<file path="src/rtl/uart_tx_serializer.sv">
// UART transmit serializer: one byte in, one framed serial word out.
// Frame = start(0), 8 data bits LSB first, optional parity, STOP_BITS stop(1).
// All outputs are registered; uart_txd idles high.
module uart_tx_serializer #(
  parameter int CLOCKS_PER_BIT = 868,
  parameter int PARITY         = 0,
  parameter int STOP_BITS      = 1
) (
  input  logic       clock,
  input  logic       srst,
  input  logic [7:0] uart_tx_value,
  input  logic       uart_tx_value_write,
  output logic       uart_tx_value_done,
  output logic       uart_tx_busy,
  output logic       uart_txd
);

  localparam int            CW        = (CLOCKS_PER_BIT > 1) ? $clog2(CLOCKS_PER_BIT) : 1;
  localparam logic [CW-1:0] CNT_LAST  = CW'(CLOCKS_PER_BIT - 1);
  // done is registered, so it is raised one cycle before the final cycle
  localparam logic [CW-1:0] CNT_PRE   = CW'(CLOCKS_PER_BIT - 2);
  localparam logic          STOP_LAST = 1'(STOP_BITS - 1);

  // Reject illegal parameterisations at elaboration
  generate
    if (CLOCKS_PER_BIT < 2 || CLOCKS_PER_BIT > 65535) begin : g_bad_cpb
      $error("%m: CLOCKS_PER_BIT=%0d outside legal range 2..65535", CLOCKS_PER_BIT);
    end
    if (PARITY < 0 || PARITY > 2) begin : g_bad_par
      $error("%m: PARITY=%0d must be 0 (none), 1 (even) or 2 (odd)", PARITY);
    end
    if (STOP_BITS < 1 || STOP_BITS > 2) begin : g_bad_stop
      $error("%m: STOP_BITS=%0d must be 1 or 2", STOP_BITS);
    end
  endgenerate

  typedef enum logic [2:0] {
    ST_IDLE   = 3'd0,
    ST_START  = 3'd1,
    ST_DATA   = 3'd2,
    ST_PARITY = 3'd3,
    ST_STOP   = 3'd4
  } state_t;

  state_t        state_q;
  logic [CW-1:0] cnt_q;
  logic [2:0]    bit_q;
  logic          stop_q;
  logic [7:0]    sh_q;
  logic          par_q;
  logic          txd_q;
  logic          busy_q;
  logic          done_q;

  logic          par_d;
  logic          bit_end_d;

  // Parity of the incoming byte and end-of-bit-period detect
  always_comb begin
    par_d     = (PARITY == 2) ? ~(^uart_tx_value) : (^uart_tx_value);
    bit_end_d = (cnt_q == CNT_LAST);
  end

  // Frame sequencer; busy is low exactly in IDLE, so IDLE alone gates acceptance
  always_ff @(posedge clock) begin
    if (srst) begin
      state_q <= ST_IDLE;
      cnt_q   <= '0;
      bit_q   <= '0;
      stop_q  <= 1'b0;
      sh_q    <= '0;
      par_q   <= 1'b0;
      txd_q   <= 1'b1;
      busy_q  <= 1'b0;
      done_q  <= 1'b0;
    end else begin
      done_q <= 1'b0;
      if (state_q != ST_IDLE) begin
        cnt_q <= bit_end_d ? '0 : cnt_q + 1'b1;
      end
      unique case (state_q)
        ST_IDLE: begin
          if (uart_tx_value_write) begin
            state_q <= ST_START;
            sh_q    <= uart_tx_value;
            par_q   <= par_d;
            txd_q   <= 1'b0;
            busy_q  <= 1'b1;
            cnt_q   <= '0;
          end
        end
        ST_START: begin
          if (bit_end_d) begin
            state_q <= ST_DATA;
            bit_q   <= '0;
            txd_q   <= sh_q[0];
            sh_q    <= {1'b0, sh_q[7:1]};
          end
        end
        ST_DATA: begin
          if (bit_end_d) begin
            if (bit_q == 3'd7) begin
              if (PARITY != 0) begin
                state_q <= ST_PARITY;
                txd_q   <= par_q;
              end else begin
                state_q <= ST_STOP;
                stop_q  <= 1'b0;
                txd_q   <= 1'b1;
              end
            end else begin
              bit_q <= bit_q + 3'd1;
              txd_q <= sh_q[0];
              sh_q  <= {1'b0, sh_q[7:1]};
            end
          end
        end
        ST_PARITY: begin
          if (bit_end_d) begin
            state_q <= ST_STOP;
            stop_q  <= 1'b0;
            txd_q   <= 1'b1;
          end
        end
        ST_STOP: begin
          if (stop_q == STOP_LAST && cnt_q == CNT_PRE) begin
            done_q <= 1'b1;
          end
          if (bit_end_d) begin
            if (stop_q == STOP_LAST) begin
              state_q <= ST_IDLE;
              busy_q  <= 1'b0;
            end else begin
              stop_q <= 1'b1;
            end
          end
        end
        default: begin
          state_q <= ST_IDLE;
          txd_q   <= 1'b1;
          busy_q  <= 1'b0;
        end
      endcase
    end
  end

  assign uart_txd           = txd_q;
  assign uart_tx_busy       = busy_q;
  assign uart_tx_value_done = done_q;

endmodule

</file>
<file path="config.mk">
export PLATFORM = sky130hd
export DESIGN_NAME = uart_tx_serializer
export DESIGN_NICKNAME = d
export VERILOG_FILES = /design/src/rtl/uart_tx_serializer.sv
export SDC_FILE = /design/constraint.sdc
export NUM_CORES = 1
export LEC_CHECK = 0
export ABC_AREA = 1
export CAP_MARGIN = 20
export CORE_MARGIN = 3
export CORE_UTILIZATION = 56
export DETAILED_ROUTE_END_ITERATION = 8
export PLACE_DENSITY = 0.78
export SYNTH_ARGS = -nofsm -noshare
export SYNTH_HDL_FRONTEND = slang
export SYNTH_SLANG_ARGS = --single-unit
export TNS_END_PERCENT = 1
</file>
<file path="constraint.sdc">
create_clock -name clock -period 2.2 [get_ports clock]
set_clock_uncertainty 0.2 [all_clocks]
set_input_delay 0.44 -clock clock [delete_from_list [all_inputs] [get_ports clock]]
set_output_delay 0.44 -clock clock [all_outputs]
set_load 0.1 [all_outputs]
</file>
==> impl_metrics.tcl <==
set metrics [dict create \
    hp-class "reg -> reg" \
    peakVddDrop_v 0.0008733 \
    cts.repair.resized 0 \
    antenna_cells 0 \
    cts.clk_slew.worst_paths_ps 140 \
    finalHoldViolations 0 \
    cp_common_cell "a21oi_1" \
    yosys_warnings 0 \
    ios 14 \
    syn_to_final_growth_pct 11.40 \
    netlist.area_leader.share_pct 36.77 \
    ctsLongestPathBuffers 2 \
    htreeDepth 1 \
    path_class "reg -> reg" \
    outcome "completed" \
    setup_viol 0 \
    fmax_ghz 0.5680 \
    grt_pass1_vias 1235 \
    synth_cells 221 \
    min_period_over_period_pct 80.02 \
    place_area_um2 1612 \
    grt_max_degree 15 \
    route.detailed.drc 0 \
    row_count 17 \
    p_comb_share_pct 50.1 \
    nets 252 \
    track_usage_pct 19.20 \
    p_clk_share_pct 12.5 \
    synth.yosys.seq_area_share_pct 36.77 \
    ant_nets 0 \
    slowest_stage "dfxtp_1" \
    worstPathArrival_ps 1780 \
    swShare_pct 46.84 \
    fin_area_um2 1638 \
    grt-ovfl-total 0 \
    numCtsBuffers 3 \
    firstDrtPassIters 4 \
    required_ps 2220 \
    p_switching_w 0.0008027 \
    syn_nets 236 \
    initial_core_util_pct 62.83 \
    die_w_um 57.24 \
    rsz0062_at_grt "no" \
    cp-start-kind "flip-flop" \
    die_y_um 57.24 \
    crit_family "simple AND/OR/NAND/NOR gates" \
    synth_cell_types 26 \
    worstMarginPinSlew_ps 277.2 \
    drt-total-wl_mm 3.057 \
    slew_viol_final 0 \
    cts_root_buf "clkbuf_4" \
    p_leak_nw 0.7550 \
    vias_per_cell 5.269 \
    dieArea_um2 3276 \
    globalplace.congestion 0.9040 \
    wire_per_inst_um 11.58 \
    maxCapViolations 0 \
    intPower_w 0.0009111 \
    cp_max_fo 8 \
    crit_path_end_kind "flip-flop" \
    synth-seq-cells 27 \
    p_per_area_nw_per_um2 1046 \
    coreArea_um2 2340 \
    synth_area_um2 1470 \
    finalSetupTns_ps 0 \
    vias 1391 \
    numPortBuffers 13 \
    path_cells "ha_1 -> nand3_1 -> nor2_2 -> nand2_4 -> nand2_1 -> inv_1 -> a21oi_1 -> a21oi_1" \
    dpl.hpwl_mm 2.399 \
    n_fill_cell 217 \
    post_route_cells_drive_above_1_share_pct 10.59 \
    grt_pass1_wl_mm 5.078 \
    yosys.area.top_type "dfxtp_1" \
    drt_iter0_markers 37 \
    grt_antenna_before_repair 0 \
    finalCriticalPeriod_ps 1761 \
    post_cts_buffers 0 \
    max_slew_margin_pct 81.50 \
    p_seq_share_pct 37.4 \
    max_stage_delay_ps 410 \
    hold_buffers 0 \
    cts.sinks 27 \
    clock_latency_ps 320 \
    avgSynthCellArea_um2 6.652 \
    cts_tree "built" \
    synth_area_leaders "dfxtp_1 (37%), nand2_1 (16%), nor2_1 (6.6%), a21oi_1 (6.5%), o21ai_0 (6.1%)" \
    crit_buf_inv 1 \
]
==> metrics by stage <==
| step | util, % | setup slack [ps] | power [W] | instances | hold slack [ps] |
|---|---|---|---|---|---|
| 6_report | 70.00 | 439.5 | 0.001714 | 264 | 281.6 |
| 5_1_grt | 70.00 | 299.0 | 0.001856 | 264 | 307.7 |
| 4_1_cts | 70.00 | 450.6 | 0.001723 | 264 | 283.1 |
| 3_5_place_dp | 68.88 | 176.7 | 0.001507 | 260 | 265.5 |
| 3_3_place_gp | 68.88 | 233.7 | 0.001467 | 260 | 253.4 |
| 2_1_floorplan | - | 635.4 | 0.001370 | 221 | 239.1 |
==> area by class of cell <==
class | instances | area [um2] | area share (%)
multi-input cells | 162 | 793.3 | 48.43
flip-flops and latches | 27 | 540.5 | 33.00
repair buffers | 15 | 137.6 | 8.403
inverters | 28 | 105.1 | 6.417
well taps | 28 | 35.03 | 2.139
clock buffers | 4 | 26.28 | 1.604
==> cells in the mapped netlist (all sizes together) <==
library cell,number
o21ai,21
a31oi,1
buf,3
inv,28
ha,4
nor2,30
nand3b,1
dfxtp,27
nand2,66
nand3,14
clkbuf,1
nor4,1
a21oi,19
xor2,2
or2,2
nor3,1
==> cells by family after synthesis <==
group | synth area share, %
simple gates | 35.32
xor+xnor | 1.192
buf+inv | 9.276
compound gates | 14.04
fa+ha+maj | 3.404
flops | 36.77
==> cell usage in the layout, fill, tap and decap left out, types with 2 or more instances in the layout <==
cell type,synthesis,layout
a21oi_1,19,19
buf_4,0,5
clkbuf_4,0,3
clkdlybuf4s50_1,0,10
dfxtp_1,27,27
ha_1,4,4
inv_1,23,23
inv_2,5,5
nand2_1,62,62
nand2_2,2,2
nand2_4,2,2
nand3_1,11,11
nand3_2,2,2
nor2_1,26,26
nor2_2,3,3
o21ai_0,18,18
o21ai_1,3,3
xor2_1,2,2
==> power by group through the flow <==
stage	Clock [W]	Combinational (W)	Sequential (W)
floorplan	0	0.000621	0.000749
detailed placement	0	0.000855	0.000652
finish	0.000214	0.000859	0.000641
CTS	0.000222	0.000860	0.000641
global placement	0	0.000819	0.000648
global route	0.000232	0.000972	0.000651
==> registers in the layout, indices dropped and copies added (netlist names) <==
name                flops
sh_q                    8
uart_txd                1
uart_tx_busy            1
cnt_q                  10
uart_tx_value_done      1
bit_q                   3
state_q                 3
==> worst register-to-register path, stage by stage, from the launching register on <==
cell and delay [ps]:
dfxtp_1 410, ha_1 210, nand3_1 100, nor2_2 150, nand2_4 110, nand2_1 140, inv_1 110, a21oi_1 150
a21oi_1 80
==> routing by layer <==
| layer | vias up | track usage (%) | share of wire [%] |
|---|---|---|---|
| met2 | 26 | 34.42 | 50 |
| met3 | 4 | 4.751 | 4.1 |
| met5 | - | 0 | 0 |
| met4 | 0 | 3.642 | 1.2 |
| met1 | 631 | 23.30 | 44 |
| li1 | 730 | - | - |
==> path summary, 6_finish.rpt <==
| path | from | to | slack (ps) | cells after the start |
|---|---|---|---|---|
| setup / recovery | cnt_q[1]$_SDFF_PP0_ | cnt_q[9]$_SDFF_PP0_ | 440 | 8 |
| hold / removal | sh_q[7]$_SDFFE_PP0P_ | sh_q[7]$_SDFFE_PP0P_ | 280 | 2 |
| setup reg to reg | cnt_q[1]$_SDFF_PP0_ | cnt_q[9]$_SDFF_PP0_ | 440 | 8 |
| hold reg to reg | sh_q[7]$_SDFFE_PP0P_ | sh_q[7]$_SDFFE_PP0P_ | 280 | 2 |
(Power assumes the default switching activity.)
